## config.mk

```make
export PLATFORM = sky130hd
export DESIGN_NAME = nand_logic_sequencer_flat
export DESIGN_NICKNAME = d
export VERILOG_FILES = /design/src/rtl/nand_logic_sequencer_if.sv /design/src/rtl/nand_logic_sequencer.sv /design/src/flat_wrapper.sv
export SDC_FILE = /design/constraint.sdc
export NUM_CORES = 1
export LEC_CHECK = 0
export CORE_ASPECT_RATIO = 1.4
export CORE_UTILIZATION = 45
export CTS_CLUSTER_DIAMETER = 150
export DETAILED_ROUTE_END_ITERATION = 10
export PLACE_DENSITY = 0.75
export RECOVER_POWER = 25
export SETUP_SLACK_MARGIN = 0.15
export SKIP_LAST_GASP = 1
export SYNTH_ARGS = -nofsm -noshare
export SYNTH_HDL_FRONTEND = slang
export SYNTH_SLANG_ARGS = --single-unit
```

## constraint.sdc

```tcl
create_clock -name i_clk -period 2 [get_ports i_clk]
set_input_delay 0.2 -clock i_clk [delete_from_list [all_inputs] [get_ports i_clk]]
set_output_delay 0.2 -clock i_clk [all_outputs]
set_load 0.01 [all_outputs]
```

## src/rtl/nand_logic_sequencer_if.sv

```systemverilog
// nand_logic_sequencer_if
//   Request/response bundle for the NAND logic sequencer.
//   master : drives start/op/a/b, observes busy/done/result/err
//   slave  : the sequencer side
//   start  : request, sampled only while busy=0
//   op     : opcode (000 NAND .. 110 NOT, 111 illegal)
//   a, b   : operands, latched with start
//   busy   : operation in flight
//   done   : one-cycle completion pulse
//   result : last completed result
//   err    : completed op was illegal (valid with done)
interface nand_logic_sequencer_if #(
  parameter int WIDTH = 8
);
  logic             start;
  logic [2:0]       op;
  logic [WIDTH-1:0] a;
  logic [WIDTH-1:0] b;
  logic             busy;
  logic             done;
  logic [WIDTH-1:0] result;
  logic             err;

  modport master (
    output start, op, a, b,
    input  busy, done, result, err
  );

  modport slave (
    input  start, op, a, b,
    output busy, done, result, err
  );
endinterface

```

## src/rtl/nand_logic_sequencer.sv

```systemverilog
// nand_logic_sequencer
//   Multi-cycle logic unit that builds NAND/AND/OR/NOR/XOR/XNOR/NOT out of a
//   single WIDTH-bit NAND stage applied once per clock.
//   i_clk : rising-edge clock
//   i_rst : synchronous active-high reset
//   bus   : request/response bundle (slave side), see nand_logic_sequencer_if

module nand_stage #(
  parameter int WIDTH = 8
) (
  input  logic [WIDTH-1:0] i_x,
  input  logic [WIDTH-1:0] i_y,
  output logic [WIDTH-1:0] o_z
);
  assign o_z = ~(i_x & i_y);
endmodule

// state | meaning
// ------+-----------------------------------------------------------
// IDLE  | waiting for start; busy=0
// RUN   | one NAND pass per cycle, r_p = passes completed so far
module nand_logic_sequencer #(
  parameter int WIDTH = 8
) (
  input logic                  i_clk,
  input logic                  i_rst,
  nand_logic_sequencer_if.slave bus
);

  typedef enum logic {
    S_IDLE,
    S_RUN
  } state_t;

  localparam logic [2:0] OP_NAND = 3'b000;
  localparam logic [2:0] OP_AND  = 3'b001;
  localparam logic [2:0] OP_OR   = 3'b010;
  localparam logic [2:0] OP_NOR  = 3'b011;
  localparam logic [2:0] OP_XOR  = 3'b100;
  localparam logic [2:0] OP_XNOR = 3'b101;
  localparam logic [2:0] OP_NOT  = 3'b110;

  state_t           r_state;
  logic [2:0]       r_op;
  logic [2:0]       r_p;
  logic [WIDTH-1:0] r_a;
  logic [WIDTH-1:0] r_b;
  logic [WIDTH-1:0] r_t1;
  logic [WIDTH-1:0] r_t2;
  logic             r_busy;
  logic             r_done;
  logic             r_err;
  logic [WIDTH-1:0] r_result;

  logic [WIDTH-1:0] w_x;
  logic [WIDTH-1:0] w_y;
  logic [WIDTH-1:0] w_z;
  logic             w_wr_t1;
  logic             w_wr_t2;
  logic             w_last;
  logic             w_illegal;

  nand_stage #(.WIDTH(WIDTH)) u_nand (
    .i_x (w_x),
    .i_y (w_y),
    .o_z (w_z)
  );

  assign w_illegal = (r_op == 3'b111);

  // Operand routing per (opcode, pass). Non-final passes write t1 or t2;
  // the final pass result goes straight to r_result.
  always_comb begin
    w_x     = r_a;
    w_y     = r_b;
    w_wr_t1 = 1'b0;
    w_wr_t2 = 1'b0;
    w_last  = 1'b0;
    case (r_op)
      OP_NAND: w_last = 1'b1;
      OP_NOT: begin
        w_y    = r_a;
        w_last = 1'b1;
      end
      OP_AND: begin
        if (r_p == 3'd0) begin
          w_wr_t1 = 1'b1;
        end else begin
          w_x    = r_t1;
          w_y    = r_t1;
          w_last = 1'b1;
        end
      end
      OP_OR, OP_NOR: begin
        case (r_p)
          3'd0: begin
            w_y     = r_a;
            w_wr_t1 = 1'b1;
          end
          3'd1: begin
            w_x     = r_b;
            w_wr_t2 = 1'b1;
          end
          3'd2: begin
            w_x = r_t1;
            w_y = r_t2;
            // NOR keeps the OR value in t1 for the final inversion pass
            if (r_op == OP_OR) w_last = 1'b1;
            else               w_wr_t1 = 1'b1;
          end
          default: begin
            w_x    = r_t1;
            w_y    = r_t1;
            w_last = 1'b1;
          end
        endcase
      end
      OP_XOR, OP_XNOR: begin
        case (r_p)
          3'd0: w_wr_t1 = 1'b1;
          3'd1: begin
            w_y     = r_t1;
            w_wr_t2 = 1'b1;
          end
          3'd2: begin
            w_x     = r_b;
            w_y     = r_t1;
            w_wr_t1 = 1'b1;
          end
          3'd3: begin
            w_x = r_t2;
            w_y = r_t1;
            if (r_op == OP_XOR) w_last = 1'b1;
            else                w_wr_t1 = 1'b1;
          end
          default: begin
            w_x    = r_t1;
            w_y    = r_t1;
            w_last = 1'b1;
          end
        endcase
      end
      default: w_last = 1'b1; // illegal opcode: single dummy pass
    endcase
  end

  always_ff @(posedge i_clk) begin
    if (i_rst) begin
      r_state  <= S_IDLE;
      r_op     <= '0;
      r_p      <= '0;
      r_a      <= '0;
      r_b      <= '0;
      r_t1     <= '0;
      r_t2     <= '0;
      r_busy   <= 1'b0;
      r_done   <= 1'b0;
      r_err    <= 1'b0;
      r_result <= '0;
    end else begin
      r_done <= 1'b0;
      case (r_state)
        S_IDLE: begin
          if (bus.start) begin
            r_op    <= bus.op;
            r_a     <= bus.a;
            r_b     <= bus.b;
            r_p     <= '0;
            r_busy  <= 1'b1;
            r_state <= S_RUN;
          end
        end
        S_RUN: begin
          r_p <= r_p + 3'd1;
          if (w_wr_t1) r_t1 <= w_z;
          if (w_wr_t2) r_t2 <= w_z;
          if (w_last) begin
            r_result <= w_illegal ? '0 : w_z;
            r_err    <= w_illegal;
            r_done   <= 1'b1;
            r_busy   <= 1'b0;
            r_state  <= S_IDLE;
          end
        end
        default: r_state <= S_IDLE;
      endcase
    end
  end

  assign bus.busy   = r_busy;
  assign bus.done   = r_done;
  assign bus.result = r_result;
  assign bus.err    = r_err;

endmodule

```

## src/flat_wrapper.sv

```systemverilog
// flat-port wrapper written by rule: the top's interface ports become plain ports
module nand_logic_sequencer_flat 
#(
  parameter int WIDTH = 8
)
  (i_clk, i_rst, bus_start, bus_op, bus_a, bus_b, bus_busy, bus_done, bus_result, bus_err);
  nand_logic_sequencer_if #(.WIDTH(WIDTH)) bus_i ();
  input logic i_clk;
  input logic i_rst;
  input wire logic [$bits(bus_i.start)-1:0] bus_start;
  input wire logic [$bits(bus_i.op)-1:0] bus_op;
  input wire logic [$bits(bus_i.a)-1:0] bus_a;
  input wire logic [$bits(bus_i.b)-1:0] bus_b;
  output wire logic [$bits(bus_i.busy)-1:0] bus_busy;
  output wire logic [$bits(bus_i.done)-1:0] bus_done;
  output wire logic [$bits(bus_i.result)-1:0] bus_result;
  output wire logic [$bits(bus_i.err)-1:0] bus_err;
  assign bus_i.start = bus_start;
  assign bus_i.op = bus_op;
  assign bus_i.a = bus_a;
  assign bus_i.b = bus_b;
  assign bus_busy = bus_i.busy;
  assign bus_done = bus_i.done;
  assign bus_result = bus_i.result;
  assign bus_err = bus_i.err;
  nand_logic_sequencer #(.WIDTH(WIDTH)) u_core (.i_clk(i_clk), .i_rst(i_rst), .bus(bus_i));
endmodule
```

**After elaboration in Yosys (flattened, before gate mapping)**

Cells that the tools add are included.
Widths: inputs -> output; s select.

- Equality and inequality tests: 12
- Bitwise gates (word level): 3
- Muxes and demuxes: 31
- Reduce and logical (&&, ||, !) cells: 14
- $add $sub $neg: 1

Operator list:

| cell | number |
|---|---|
| $pmux 8 s3 | 4 |
| $mux 8 | 3 |
| $pmux 8 s2 | 1 |
| $mux 1 | 13 |
| $eq 3x2->1 const B | 4 |
| $eq 3x3->1 const B | 4 |
| $pmux 1 s2 | 6 |
| $reduce_and 2->1 | 5 |
| $reduce_or 2->1 | 5 |
| $and 8x8->8 | 1 |
| $not 8->8 | 1 |
| $eq 3x1->1 const B | 2 |
| $pmux 1 s3 | 2 |
| $pmux 3 s2 | 1 |
| $reduce_or 3->1 | 2 |
| $ne 2x2->1 const B | 2 |
| $reduce_or 4->1 | 1 |
| $add 3x1->3 const B | 1 |
| $logic_not 3->1 | 1 |
| $mux 3 | 1 |
| $not 1->1 | 1 |

- Output and inout port bits: 11
- Logic and storage cells: 72
- Input port bits: 22
- Register bits after elaboration: 50

**Logic depth before layout (Yosys ltp)**

Gate-level depths: netlist of run 1.

- Word-level depth: 7
- Depth in mapped cells: 11
- Depth with buffers taken out: 8

**Modules after synthesis**

From an unflattened synthesis of run 1, not the netlist that was laid out.

- Cells, all modules: 420
- Area total of the unflattened synthesis: 3188.1 sq um

By module, submodules not included:

| module | instances | seq. area each (sq um) | cells an instance | area an instance (sq um) |
|---|---|---|---|---|
| nand_logic_sequencer | 1 | 1001.0 | 412 | 3158.0 |
| nand_stage | 1 | 0.0 | 8 | 30.0 |

**Least setup slack after synthesis of run 1**

No wires, ideal clock.

- Path kind: register to register
- Start: register u_core.r_p[2]
- End: register u_core.r_t1[1]
- Data required time: 1.921 ns
- Setup time: 0.079 ns
- Slack: -0.164 ns
- Arrival time: 2.085 ns
- Buffers on the path: 2
- Stages on the path, launching flop included: 10
- Clock period less this slack: 2.164 ns
- Cells stage by stage: dfxtp_1 -> buf_2 -> inv_2 -> ha_1 -> clkbuf_1 -> a22o_1 -> a221o_1 -> a222oi_1 -> nor2_1 -> a211oi_2

- Word-level cells in the longest chain between the ends: 6
- Elaborated cells on any way between the ends: 20
- Those cells by class: eq/ne: 3; mux: 11; bitwise: 2; reduce/logical: 4

RTL lines:

| item | RTL line | source |
|---|---|---|
| from (decl) | nand_logic_sequencer.sv:45 | `logic [2:0] r_p;` |
| from (signal assigned) | nand_logic_sequencer.sv:174 | `r_p <= r_p + 3'd1;` |
| $eq 3x1->1 or $logic_not 3->1 (tied branches) | nand_logic_sequencer.sv:95, nand_logic_sequencer.sv:119, nand_logic_sequencer.sv:86 |  |
| $reduce_or 2->1 (no line) | -- |  |
| $pmux 8 s3 | nand_logic_sequencer.sv:119 | `case (r_p)` |
| $pmux 8 s3 | nand_logic_sequencer.sv:79 | `case (r_op)` |
| $and 8x8->8 | nand_logic_sequencer.sv:15 | `assign o_z = ~(i_x & i_y);` |
| $not 8->8 | nand_logic_sequencer.sv:15 |  |
| to (signal assigned) | nand_logic_sequencer.sv:175 | `if (w_wr_t1) r_t1 <= w_z;` |
| to (decl) | nand_logic_sequencer.sv:48 | `logic [WIDTH-1:0] r_t1;` |

Several ways; a longest one is shown, not always the timed one.
A chain may end at the register's enable or synchronous reset.

**Final worst setup path of run 1**

- Start: register u_core.r_p[0]
- End: register u_core.r_t1[3]

The elaborated chain is that of the path after synthesis.

==> metrics.yaml, run 1 <==
p_per_area_mw_per_mm2: 623.4
relSlewSlack: 0.6557
p_leak_nw: 1.589
synth_seq_area_share: 0.3261
antenna_cells: 0
grt-ovfl-total: 0
r2r_start: "u_core.r_p[0]"
holdPathEnd: "u_core.r_b[7]"
syn_nets: 423
worst_ep_arrival_time_ns: 2.31
violations: "setup timing"
place_hpwl_um: 8214
clkLatencyLatePin_ns: 0.30
firstDrtPassIters: 5
nets: 509
drive_gt1_frac: 0.2754
max_stage_delay_ns: 0.40
grt_use_total: 0.3255
syn_inst: 396
cp_max_fo: 4
setup_violations: 21
ant_nets: 0
fin_tns_setup_ns: -1.638
drv_slew: 0
crit_path_start: "u_core.r_p[0]"
clk_pin_slew_ns: 0.10
die_area_mm2: 0.007159
path_cells: "inv_4 > ha_2 > or3_4 > a21oi_4 > buf_4 > a221oi_2 > nor4_1 > o21a_1 > a211oi_1"
worstHoldPathCells: 3
io_pins: 33
synth_edf_count: 0
outcome: "finished with violations"
post-route-min-period_ns: 2.131
period_share: 1.066
rr_worst_depth: 9
max_cap_violations: 0
place_area_mm2: 0.003963
cts_buffer_depth: 2
switching_share: 0.3240
min_path_type: "input pin to flip-flop"
rsz0062_at_grt: "true"
clock_sinks: 50
tightest_slew_ns: 0.5126
viasPerCell: 6.309
switchingPower_w: 0.0008623
ys_ff_latch: 50
clockRootBuffer: "clkbuf_8"
hold_viol: 0
avgSynthCellArea_um2: 7.750
area_delta_synth_final_pct: 39.09
grt_max_degree: 30
ys.warnings.count: 0
p_seq_frac: 0.424
clock.fmax_mhz: 469.2
async_flop_share: 0
first_global_vias: 3364
drt-total-wl_um: 11290
min_from: "bus_b[7]"
layout.cells.most_common_list: "69 x buf_4, 60 x nand2_1, 46 x dfxtp_1"
row_count: 35
antenna_found_initial: 0
r2r-end: "u_core.r_t1[3]"
die_h_um: 99.72
ys.flop_type: "dfxtp_1"
endpoint_kind: "flip-flop"
p_int_w: 0.001799
fin_skew_ns: 0.007618
ir_drop_mv: 0.3500
hold_buffers: 0
h-tree-depth: 2
route.detailed.drc: 0
worstSetupStartpointType: "flip-flop"
fin_ws_ns: -0.1313
power_frac_comb: 0.325
core_mm2: 0.006569
cts_tree: "done"
crit_slowest_cell: "or3_4"
required_ns: 2.18
vias: 3514
die_w_um: 71.80
port-buffer-count: 32
synth_cell_types: 58
fin_area_mm2: 0.004269
cts-buffers-inserted: 5
layout_commonest_cell: "buf_4"
place_congestion: 0.9831
regToRegSetupSlack_ns: -0.13
p_clk_frac: 0.250
syn_area_mm2: 0.003069
wl_per_cell_um: 20.26
start_util: 0.4672
drt-initial-drc-count: 346
worstSetupPathType: "flip-flop to flip-flop"
grt_pass1_wl_um: 17740
holdWs_ns: 0.4311
[state kept, by name (all words and copies together), names as in the netlist]
name               cells
u_core.r_op            3
u_core.bus.result      8
u_core.r_b             8
u_core.bus.err         1
u_core.r_p             3
u_core.r_a             8
u_core.bus.done        1
u_core.r_state         1
u_core.bus.busy        1
u_core.r_t2            8
u_core.r_t1            8
[metrics by stage]
step / utilization / setup WS (ns) / std cells / power, W
finish: 0.6499 / -0.1313 / 557 / 0.002661
global route: 0.6499 / -0.2042 / 557 / 0.002780
CTS: 0.6331 / -0.1060 / 551 / 0.002630
detailed placement: 0.6032 / -0.2527 / 540 / 0.001931
global placement: 0.6032 / -0.2590 / 540 / 0.001927
floorplan: - / 0.007838 / 396 / 0.001568
[routing by layer]
| metal | global-route usage | wire length (um) | share of wire | up-vias |
|---|---|---|---|---|
| met1 | 0.4111 | 4604 | 0.41 | 1654 |
| met2 | 0.5385 | 5369 | 0.48 | 178 |
| li1 | - | - | - | 1632 |
| met4 | 0.1765 | 609 | 0.054 | 0 |
| met5 | 0 | 0 | 0 | - |
| met3 | 0.03343 | 702 | 0.062 | 50 |
[worst max-delay path: cells and delay by family (launching register included)]
kind            cells  cell delay [ns]
compound gates      4             0.56
fa+ha+maj           1             0.20
buf+inv             2             0.20
flops               1             0.38
simple gates        2             0.65
[timing repair]
action                     in CTS  in global routing
setup endpoints to repair      26                 27
setup buffers                   3                  6
resized for setup              14                 18
hold endpoints to repair        0                  0
pin swaps                      12                 11
[power groups by stage]
stage                     combinational (W)  sequential (W)  clock, W
final                              0.000865         0.00113  0.000667
after global routing               0.000928         0.00114  0.000714
after CTS                          0.000818         0.00113  0.000685
after detailed placement           0.000782         0.00115         0
after global placement             0.000779         0.00115         0
after floorplan                    0.000426         0.00114         0
[kinds of logic (layout without fill, tap and decap cells)]
group | Yosys count | after routing | share of synthesized area
compound gates | 149 | 149 | 0.3437
xor+xnor | 1 | 1 | 0.002854
fa+ha+maj | 5 | 5 | 0.02038
buf+inv | 37 | 124 | 0.05829
flops | 50 | 50 | 0.3261
mux | 9 | 9 | 0.02935
simple gates | 145 | 145 | 0.2193
[area by class of cell]
type | count | area, um2
clock inverter | 2 | 10.01
sequential | 50 | 1008
inverter | 7 | 31.28
clock buffer | 6 | 93.84
fill | 595 | 2300
tap | 74 | 92.59
multi-input combinational | 309 | 2069
timing repair buffer | 109 | 963.4
[synth_stat cells, types with 4 or more instances]
master | n | area (um2)
buf_4 | 4 | 30.03
buf_2 | 8 | 40.04
dfxtp_1 | 50 | 1001
nor3_1 | 5 | 25.02
ha_1 | 5 | 62.56
a21oi_1 | 41 | 205.2
clkbuf_1 | 15 | 56.30
a221oi_1 | 7 | 61.31
mux2i_1 | 9 | 90.09
a221o_1 | 8 | 80.08
o21ai_0 | 22 | 110.1
a22o_1 | 6 | 52.55
a211oi_1 | 23 | 172.7
o22ai_1 | 5 | 31.28
and2_1 | 5 | 31.28
nand2b_1 | 5 | 31.28
o211ai_1 | 6 | 45.04
nor2_1 | 45 | 168.9
o21a_1 | 4 | 30.03
nor2b_1 | 4 | 25.02
inv_1 | 6 | 22.52
nand2_1 | 61 | 229.0
[worst max-delay path by stage]
stage / endpoint / cells past startpoint
2_1_floorplan: u_core.r_t2[1] / 9
3_3_place_gp: u_core.bus.result[3] / 10
3_5_place_dp: u_core.r_t1[2] / 8
4_1_cts: u_core.r_t2[2] / 8
5_1_grt: u_core.r_t1[3] / 9
6_report: u_core.r_t1[3] / 9
Note: power is estimated with default switching activity, not from simulation.
==> run 2, diff against run 1 <==
--- a/config.mk
+++ b/config.mk
@@ -9,6 +9,7 @@
 export CORE_UTILIZATION = 45
 export CTS_CLUSTER_DIAMETER = 150
 export DETAILED_ROUTE_END_ITERATION = 10
+export HOLD_SLACK_MARGIN = 0.06
 export PLACE_DENSITY = 0.75
 export RECOVER_POWER = 25
 export SETUP_SLACK_MARGIN = 0.15
==> results of run 2 <==
No change in the layout: final DEF, timing and power equal those of run 1.
